## src/rtl/fbw_arbiter_pkg.sv

```systemverilog
// fbw_arbiter_pkg: shared types and constants for the frame-buffer write arbiter.
// State encodings, datapath widths, the bundled producer-side write interface
// and the owner-selection helper used by the arbiter top.
package fbw_arbiter_pkg;

    typedef enum logic [1:0] {
        ST_IDLE    = 2'd0,
        ST_GRANT   = 2'd1,
        ST_RELEASE = 2'd2
    } state_t;

    localparam int ROW_W  = 6;
    localparam int COL_W  = 6;
    localparam int DATA_W = 24;
    localparam int WD_W   = 16;

    // One producer's view of the frame-buffer write interface.
    typedef struct packed {
        logic [ROW_W-1:0]  row_addr;
        logic              row_store;
        logic              row_swap;
        logic [DATA_W-1:0] data;
        logic [COL_W-1:0]  col_addr;
        logic              wren;
        logic              frame_swap;
    } fbw_port_t;

    // Round-robin pick: a lone requester wins; on a tie the port not served last wins.
    function automatic logic pick_owner(input logic req0, input logic req1, input logic last);
        logic winner;
        if (req0 && req1) begin
            winner = ~last;
        end else if (req1) begin
            winner = 1'b1;
        end else begin
            winner = 1'b0;
        end
        return winner;
    endfunction

    // Any strobe from the owner counts as forward progress for the watchdog.
    function automatic logic port_active(input fbw_port_t p);
        return p.wren | p.row_store | p.row_swap | p.frame_swap;
    endfunction

endpackage

```

## src/rtl/fbw_arbiter_wdog.sv

```systemverilog
// fbw_arbiter_wdog: idle-owner watchdog. Counts cycles while the grant is held
// without any owner activity and flags expiry on the TIMEOUT-th idle cycle.
module fbw_arbiter_wdog
    import fbw_arbiter_pkg::*;
#(
    parameter int TIMEOUT = 4096
) (
    input  logic clk,
    input  logic rst,
    input  logic run,
    input  logic kick,
    output logic expired
);

    localparam logic [WD_W-1:0] LIMIT = WD_W'(TIMEOUT - 1);

    logic [WD_W-1:0] count_reg;
    logic [WD_W-1:0] count_next;

    // Counter value equals the number of idle cycles already seen, so the
    // current idle cycle is the TIMEOUT-th one when the count hits LIMIT.
    assign expired = run && !kick && (count_reg == LIMIT);

    // Next count: restart whenever not granted, on activity, or after firing.
    always_comb begin
        count_next = count_reg;
        if (!run || kick || expired) begin
            count_next = '0;
        end else begin
            count_next = count_reg + 1'b1;
        end
    end

    // Counter register.
    always_ff @(posedge clk) begin
        if (rst) begin
            count_reg <= '0;
        end else begin
            count_reg <= count_next;
        end
    end

endmodule

```

## src/rtl/fbw_arbiter.sv

```systemverilog
// fbw_arbiter: shares one frame-buffer write interface between two producers.
// A port keeps the grant for a whole frame (until its own frame_swap); ties are
// broken round-robin. Downstream signals are a zero-latency mux on the
// registered grant. The idle-owner watchdog is compiled in only when
// FBW_ARBITER_WATCHDOG_EN is defined; otherwise wd_expired is tied low.
module fbw_arbiter
    import fbw_arbiter_pkg::*;
#(
    parameter int TIMEOUT = 4096
) (
    input  logic              clk,
    input  logic              rst,
    input  logic              m0_req,
    input  logic              m1_req,
    output logic              m0_gnt,
    output logic              m1_gnt,
    input  logic [ROW_W-1:0]  m0_row_addr,
    input  logic              m0_row_store,
    input  logic              m0_row_swap,
    input  logic [DATA_W-1:0] m0_data,
    input  logic [COL_W-1:0]  m0_col_addr,
    input  logic              m0_wren,
    input  logic              m0_frame_swap,
    output logic              m0_row_rdy,
    output logic              m0_frame_rdy,
    input  logic [ROW_W-1:0]  m1_row_addr,
    input  logic              m1_row_store,
    input  logic              m1_row_swap,
    input  logic [DATA_W-1:0] m1_data,
    input  logic [COL_W-1:0]  m1_col_addr,
    input  logic              m1_wren,
    input  logic              m1_frame_swap,
    output logic              m1_row_rdy,
    output logic              m1_frame_rdy,
    output logic [ROW_W-1:0]  fbw_row_addr,
    output logic              fbw_row_store,
    output logic              fbw_row_swap,
    output logic [DATA_W-1:0] fbw_data,
    output logic [COL_W-1:0]  fbw_col_addr,
    output logic              fbw_wren,
    output logic              frame_swap,
    input  logic              fbw_row_rdy,
    input  logic              frame_rdy,
    output logic              wd_expired
);

    if (TIMEOUT < 2 || TIMEOUT > 65535) begin : g_timeout_range
        $error("fbw_arbiter: TIMEOUT must lie in 2..65535");
    end

    state_t    state_reg, state_next;
    logic      owner_reg, owner_next;
    logic      last_reg, last_next;
    logic [1:0] gnt_reg, gnt_next;

    fbw_port_t port_in [2];
    fbw_port_t owner_sel;
    fbw_port_t out_bus;
    logic      wd_fire;

    logic [1:0] row_rdy_vec;
    logic [1:0] frame_rdy_vec;

    assign port_in[0] = {m0_row_addr, m0_row_store, m0_row_swap, m0_data,
                         m0_col_addr, m0_wren, m0_frame_swap};
    assign port_in[1] = {m1_row_addr, m1_row_store, m1_row_swap, m1_data,
                         m1_col_addr, m1_wren, m1_frame_swap};

    assign owner_sel = port_in[owner_reg];

`ifdef FBW_ARBITER_WATCHDOG_EN
    logic owner_kick;
    assign owner_kick = port_active(owner_sel);

    fbw_arbiter_wdog #(
        .TIMEOUT (TIMEOUT)
    ) u_wdog (
        .clk     (clk),
        .rst     (rst),
        .run     (state_reg == ST_GRANT),
        .kick    (owner_kick),
        .expired (wd_fire)
    );
`else
    assign wd_fire = 1'b0;
`endif

    assign wd_expired = wd_fire;

    // Next-state logic: pick an owner from idle, hold until its frame_swap or
    // watchdog revoke, then spend one turnaround cycle before arbitrating again.
    always_comb begin
        state_next = state_reg;
        owner_next = owner_reg;
        last_next  = last_reg;
        gnt_next   = 2'b00;
        case (state_reg)
            ST_IDLE: begin
                if (m0_req || m1_req) begin
                    state_next = ST_GRANT;
                    owner_next = pick_owner(m0_req, m1_req, last_reg);
                    last_next  = owner_next;
                end
            end
            ST_GRANT: begin
                if (owner_sel.frame_swap || wd_fire) begin
                    state_next = ST_RELEASE;
                end
            end
            ST_RELEASE: begin
                state_next = ST_IDLE;
            end
            default: begin
                state_next = ST_IDLE;
            end
        endcase
        if (state_next == ST_GRANT) begin
            gnt_next = owner_next ? 2'b10 : 2'b01;
        end
    end

    // State, owner, round-robin pointer and grant registers.
    always_ff @(posedge clk) begin
        if (rst) begin
            state_reg <= ST_IDLE;
            owner_reg <= 1'b0;
            last_reg  <= 1'b1;
            gnt_reg   <= 2'b00;
        end else begin
            state_reg <= state_next;
            owner_reg <= owner_next;
            last_reg  <= last_next;
            gnt_reg   <= gnt_next;
        end
    end

    // Downstream mux: owner's signals pass through only while granted.
    always_comb begin
        out_bus = '0;
        if (state_reg == ST_GRANT) begin
            out_bus = owner_sel;
        end
    end

    assign fbw_row_addr  = out_bus.row_addr;
    assign fbw_row_store = out_bus.row_store;
    assign fbw_row_swap  = out_bus.row_swap;
    assign fbw_data      = out_bus.data;
    assign fbw_col_addr  = out_bus.col_addr;
    assign fbw_wren      = out_bus.wren;
    assign frame_swap    = out_bus.frame_swap;

    // Ready signals reach only the port holding the grant.
    for (genvar gi = 0; gi < 2; gi++) begin : g_rdy
        assign row_rdy_vec[gi]   = gnt_reg[gi] & fbw_row_rdy;
        assign frame_rdy_vec[gi] = gnt_reg[gi] & frame_rdy;
    end

    assign m0_gnt       = gnt_reg[0];
    assign m1_gnt       = gnt_reg[1];
    assign m0_row_rdy   = row_rdy_vec[0];
    assign m0_frame_rdy = frame_rdy_vec[0];
    assign m1_row_rdy   = row_rdy_vec[1];
    assign m1_frame_rdy = frame_rdy_vec[1];

endmodule

```

## config.mk

```make
export PLATFORM = sky130hd
export DESIGN_NAME = fbw_arbiter
export DESIGN_NICKNAME = d
export VERILOG_FILES = /design/src/rtl/fbw_arbiter_pkg.sv /design/src/rtl/fbw_arbiter_wdog.sv /design/src/rtl/fbw_arbiter.sv
export SDC_FILE = /design/constraint.sdc
export NUM_CORES = 1
export LEC_CHECK = 0
export ABC_AREA = 0
export BUFFER_PORTS_ARGS = -buffer_cell sky130_fd_sc_hd__buf_2
export CORE_UTILIZATION = 27
export CTS_BUF_LIST = sky130_fd_sc_hd__clkbuf_2 sky130_fd_sc_hd__clkbuf_4 sky130_fd_sc_hd__clkbuf_8
export CTS_CLUSTER_SIZE = 8
export DETAILED_ROUTE_END_ITERATION = 10
export GPL_TIMING_DRIVEN = 0
export PLACE_DENSITY = 0.8
export SLEW_MARGIN = 20
export SYNTH_ARGS = -nofsm -noshare
export SYNTH_HDL_FRONTEND = slang
export SYNTH_SLANG_ARGS = --single-unit
```

## constraint.sdc

```tcl
create_clock -name clk -period 1.2 [get_ports clk]
set_clock_uncertainty 0.1 [all_clocks]
set_input_delay 0.06 -clock clk [delete_from_list [all_inputs] [get_ports clk]]
set_output_delay 0.06 -clock clk [all_outputs]
set_load 0.02 [all_outputs]
```

==> flow_metrics.py <==
metrics = {
    "global_routing": {
        "overflow": 0,
        "antenna_found_initial": 0,
        "grt_max_degree": 11,
        "grt_pass1_wl_mm": 4.18,
        "track_usage_pct": 15.9,
        "grt_pass1_vias": 1095,
    },
    "logic_synthesis": {
        "synth_compound_area_share_pct": 4.11,
        "synth_flop_cell": "dfxtp_1",
        "synthSimpleGateAreaFrac_pct": 27.5,
        "synth.distinct_cells": 21,
        "synth_seq_cells": 6,
        "synthMuxAreaShare_pct": 47.6,
        "seq_area_frac_synth_pct": 14.1,
        "synth-adder-area-share_pct": 0,
        "synth_top_family_by_area": "multiplexers",
        "syn_area_sq_um": 852,
        "synth_nets": 202,
        "synth_edf_count": 0,
        "ys_async_sr_fraction_pct": 0,
        "synthCells": 116,
        "yosys.area_share.xor_xnor_pct": 0,
        "ys_warn_count": 0,
        "avgSynthCellArea_sq_um": 7.35,
    },
    "timing": {
        "rsz0062_at_grt": "yes",
        "hold_viol_final": 0,
        "fin_crit_sh_pct": 129,
        "fmax_mhz": 648,
        "period_needed_ns": 1.54,
        "timing.hold.ws_ns": 0.0724,
        "slew_viol_final": 0,
        "setup_viol_count_final": 46,
        "fin_ws_ns": -0.343,
    },
    "placed_design": {
        "hpwl_mm": 2.52,
        "dpl.cell_count": 291,
        "post-place-ws_ns": -0.309,
        "portBuffers": 131,
        "gp_congestion": 0.748,
    },
    "cells_and_area": {
        "final_cell_mix": "buf_2, buf_6, nor2_2",
        "diodes": 0,
        "nNetsFinal": 345,
        "stdcell_count": 301,
        "fillers": 214,
        "area_growth_syn_to_layout_pct": 175,
        "drive_gt1_share_pct": 82.1,
        "layout_commonest_cell": "buf_2",
    },
    "die": {
        "fp.dieArea_sq_um": 3380,
        "std_cell_rows": 20,
        "start_util_pct": 28.1,
        "core_sq_um": 3030,
        "die_h_microns": 58.2,
        "die_w_microns": 58.2,
        "io-pin-count": 133,
    },
    "worst_setup_path": {
        "crit_fanout": 5,
        "end_kind": "output port",
        "critPathLaunchType": "flop",
        "rr_worst_depth": 4,
        "cp_slowest_cell": "dfxtp_2",
        "required_ns": 1.04,
        "rrSetupSlack_ns": -0.19,
        "cp_slowest_stage_delay_ns": 0.35,
        "crit_arrival_ns": 1.38,
        "r2r_start": "owner_reg$_SDFF_PP0_",
        "critPathMostFrequentCell": "clkbuf_16",
        "path_class": "flop to output port",
        "crit_chain": "clkbuf_16, clkbuf_16, mux2i_1, nor2_2, buf_6",
        "r2r-end": "gnt_reg[0]$_SDFF_PP0_",
    },
    "routing": {
        "drc": 0,
        "first_pass_iters": 4,
        "routed_via_density": 4.54,
        "num_vias": 1367,
        "drt-total-wl_mm": 3.61,
        "wl_per_cell_microns": 12.0,
        "ant_nets": 0,
        "first_iter_violations": 36,
    },
    "min_path": {
        "min_to": "gnt_reg[1]$_SDFF_PP0_",
        "min_path_type": "primary input to flop",
        "hp-start": "m1_req",
        "holdPathStages": 3,
    },
    "run_status": {
        "violations": "setup timing",
        "status": "finished with violations",
    },
    "clock_tree": {
        "clock_latency_ns": 0.25,
        "cts-root-buf": "clkbuf_4",
        "clock_path_buffers": 2,
        "htreeDepth": 1,
        "cts_tree": "built",
        "clkSinkCount": 6,
        "cts_buffers": 3,
        "clk_pin_slew_ns": 0.05,
    },
    "pwr": {
        "p_leak_nw": 1.08,
        "peakVddDrop_uv": 610,
        "p_per_area_nw_per_um2": 811,
    },
    "flow_run": {
        "maxCapViolCount": 0,
    },
}
-- repair_timing --
item                       4_1_cts  5_1_grt
resized for setup               67       62
hold endpoints to repair         3        0
setup buffers                    1        0
pin swaps                        2        1
cloned                           1        4
hold buffers                     1        0
setup endpoints to repair       46       46
-- cells in the mapped netlist (2+ instances only) --
cell type / number / share of area, %
nor2b_1: 3 / 2.2
dfxtp_1: 6 / 14
and2_1: 4 / 2.9
buf_1: 2 / 0.88
nor2_1: 42 / 19
buf_2: 6 / 3.5
mux2i_1: 39 / 46
-- per-stage QoR --
stage               utilization (%)  instance area, sq um  power [W]  TNS, ns
CTS                            66.4                  2010    0.00165   -11.23
finish                         77.4                  2340    0.00190   -11.29
floorplan                         -                   966   0.000891   -0.716
detailed placement             55.4                  1680    0.00122    -9.86
global placement               55.4                  1680    0.00120    -8.76
global route                   77.4                  2340    0.00199   -13.64
-- area by class of cell --
class	count	area, sq um	area share [%]
inverter	1	3.75	0.160
multi-input combinational	99	1000	42.7
tap	44	55.1	2.35
timing repair buffer	138	981	41.9
sequential	6	126	5.39
clock buffer	3	22.5	0.961
buffer	10	154	6.57
-- cell families after synthesis --
kind of cell           Yosys count
AOI/OAI and AO/OA                4
DFF                              6
other                            1
buffers and inverters           11
muxes                           40
and+or+nand+nor                 54
-- routing by layer --
layer / part of all wire, % / global-route usage, % / up-vias
li1: - / - / 672
met1: 33 / 14.1 / 616
met2: 58 / 35.5 / 76
met3: 7.3 / 2.01 / 3
met4: 1.0 / 4.76 / 0
met5: 0 / 0 / -
-- how the worst max path moves through the flow --
stage / startpoint / end / slack (ns)
floorplan: owner_reg$_SDFF_PP0_ / gnt_reg[0]$_SDFF_PP0_ / -0.07
global placement: owner_reg$_SDFF_PP0_ / fbw_data[23] / -0.27
detailed placement: owner_reg$_SDFF_PP0_ / fbw_row_addr[0] / -0.31
CTS: owner_reg$_SDFF_PP0_ / fbw_data[10] / -0.30
global route: owner_reg$_SDFF_PP0_ / fbw_data[18] / -0.40
finish: owner_reg$_SDFF_PP0_ / fbw_data[18] / -0.34
-- critical path: cells and delay by family (launching register included) --
family	cells	cell delay, ns
buffers and inverters	3	0.46
flip-flops	1	0.35
multiplexers	1	0.26
AND/OR/NAND/NOR	1	0.06
-- where the power goes --
part | internal (W) | switching [W] | total, W | leakage (nW)
Sequential | 0.000225 | 0.0000198 | 0.000245 | 0.0509
Clock | 0.000114 | 0.0000842 | 0.000198 | 0.0138
Combinational | 0.000772 | 0.000685 | 0.00146 | 1.02
Total | 0.00111 | 0.000789 | 0.00190 | 1.08
(Power assumes the default switching activity.)
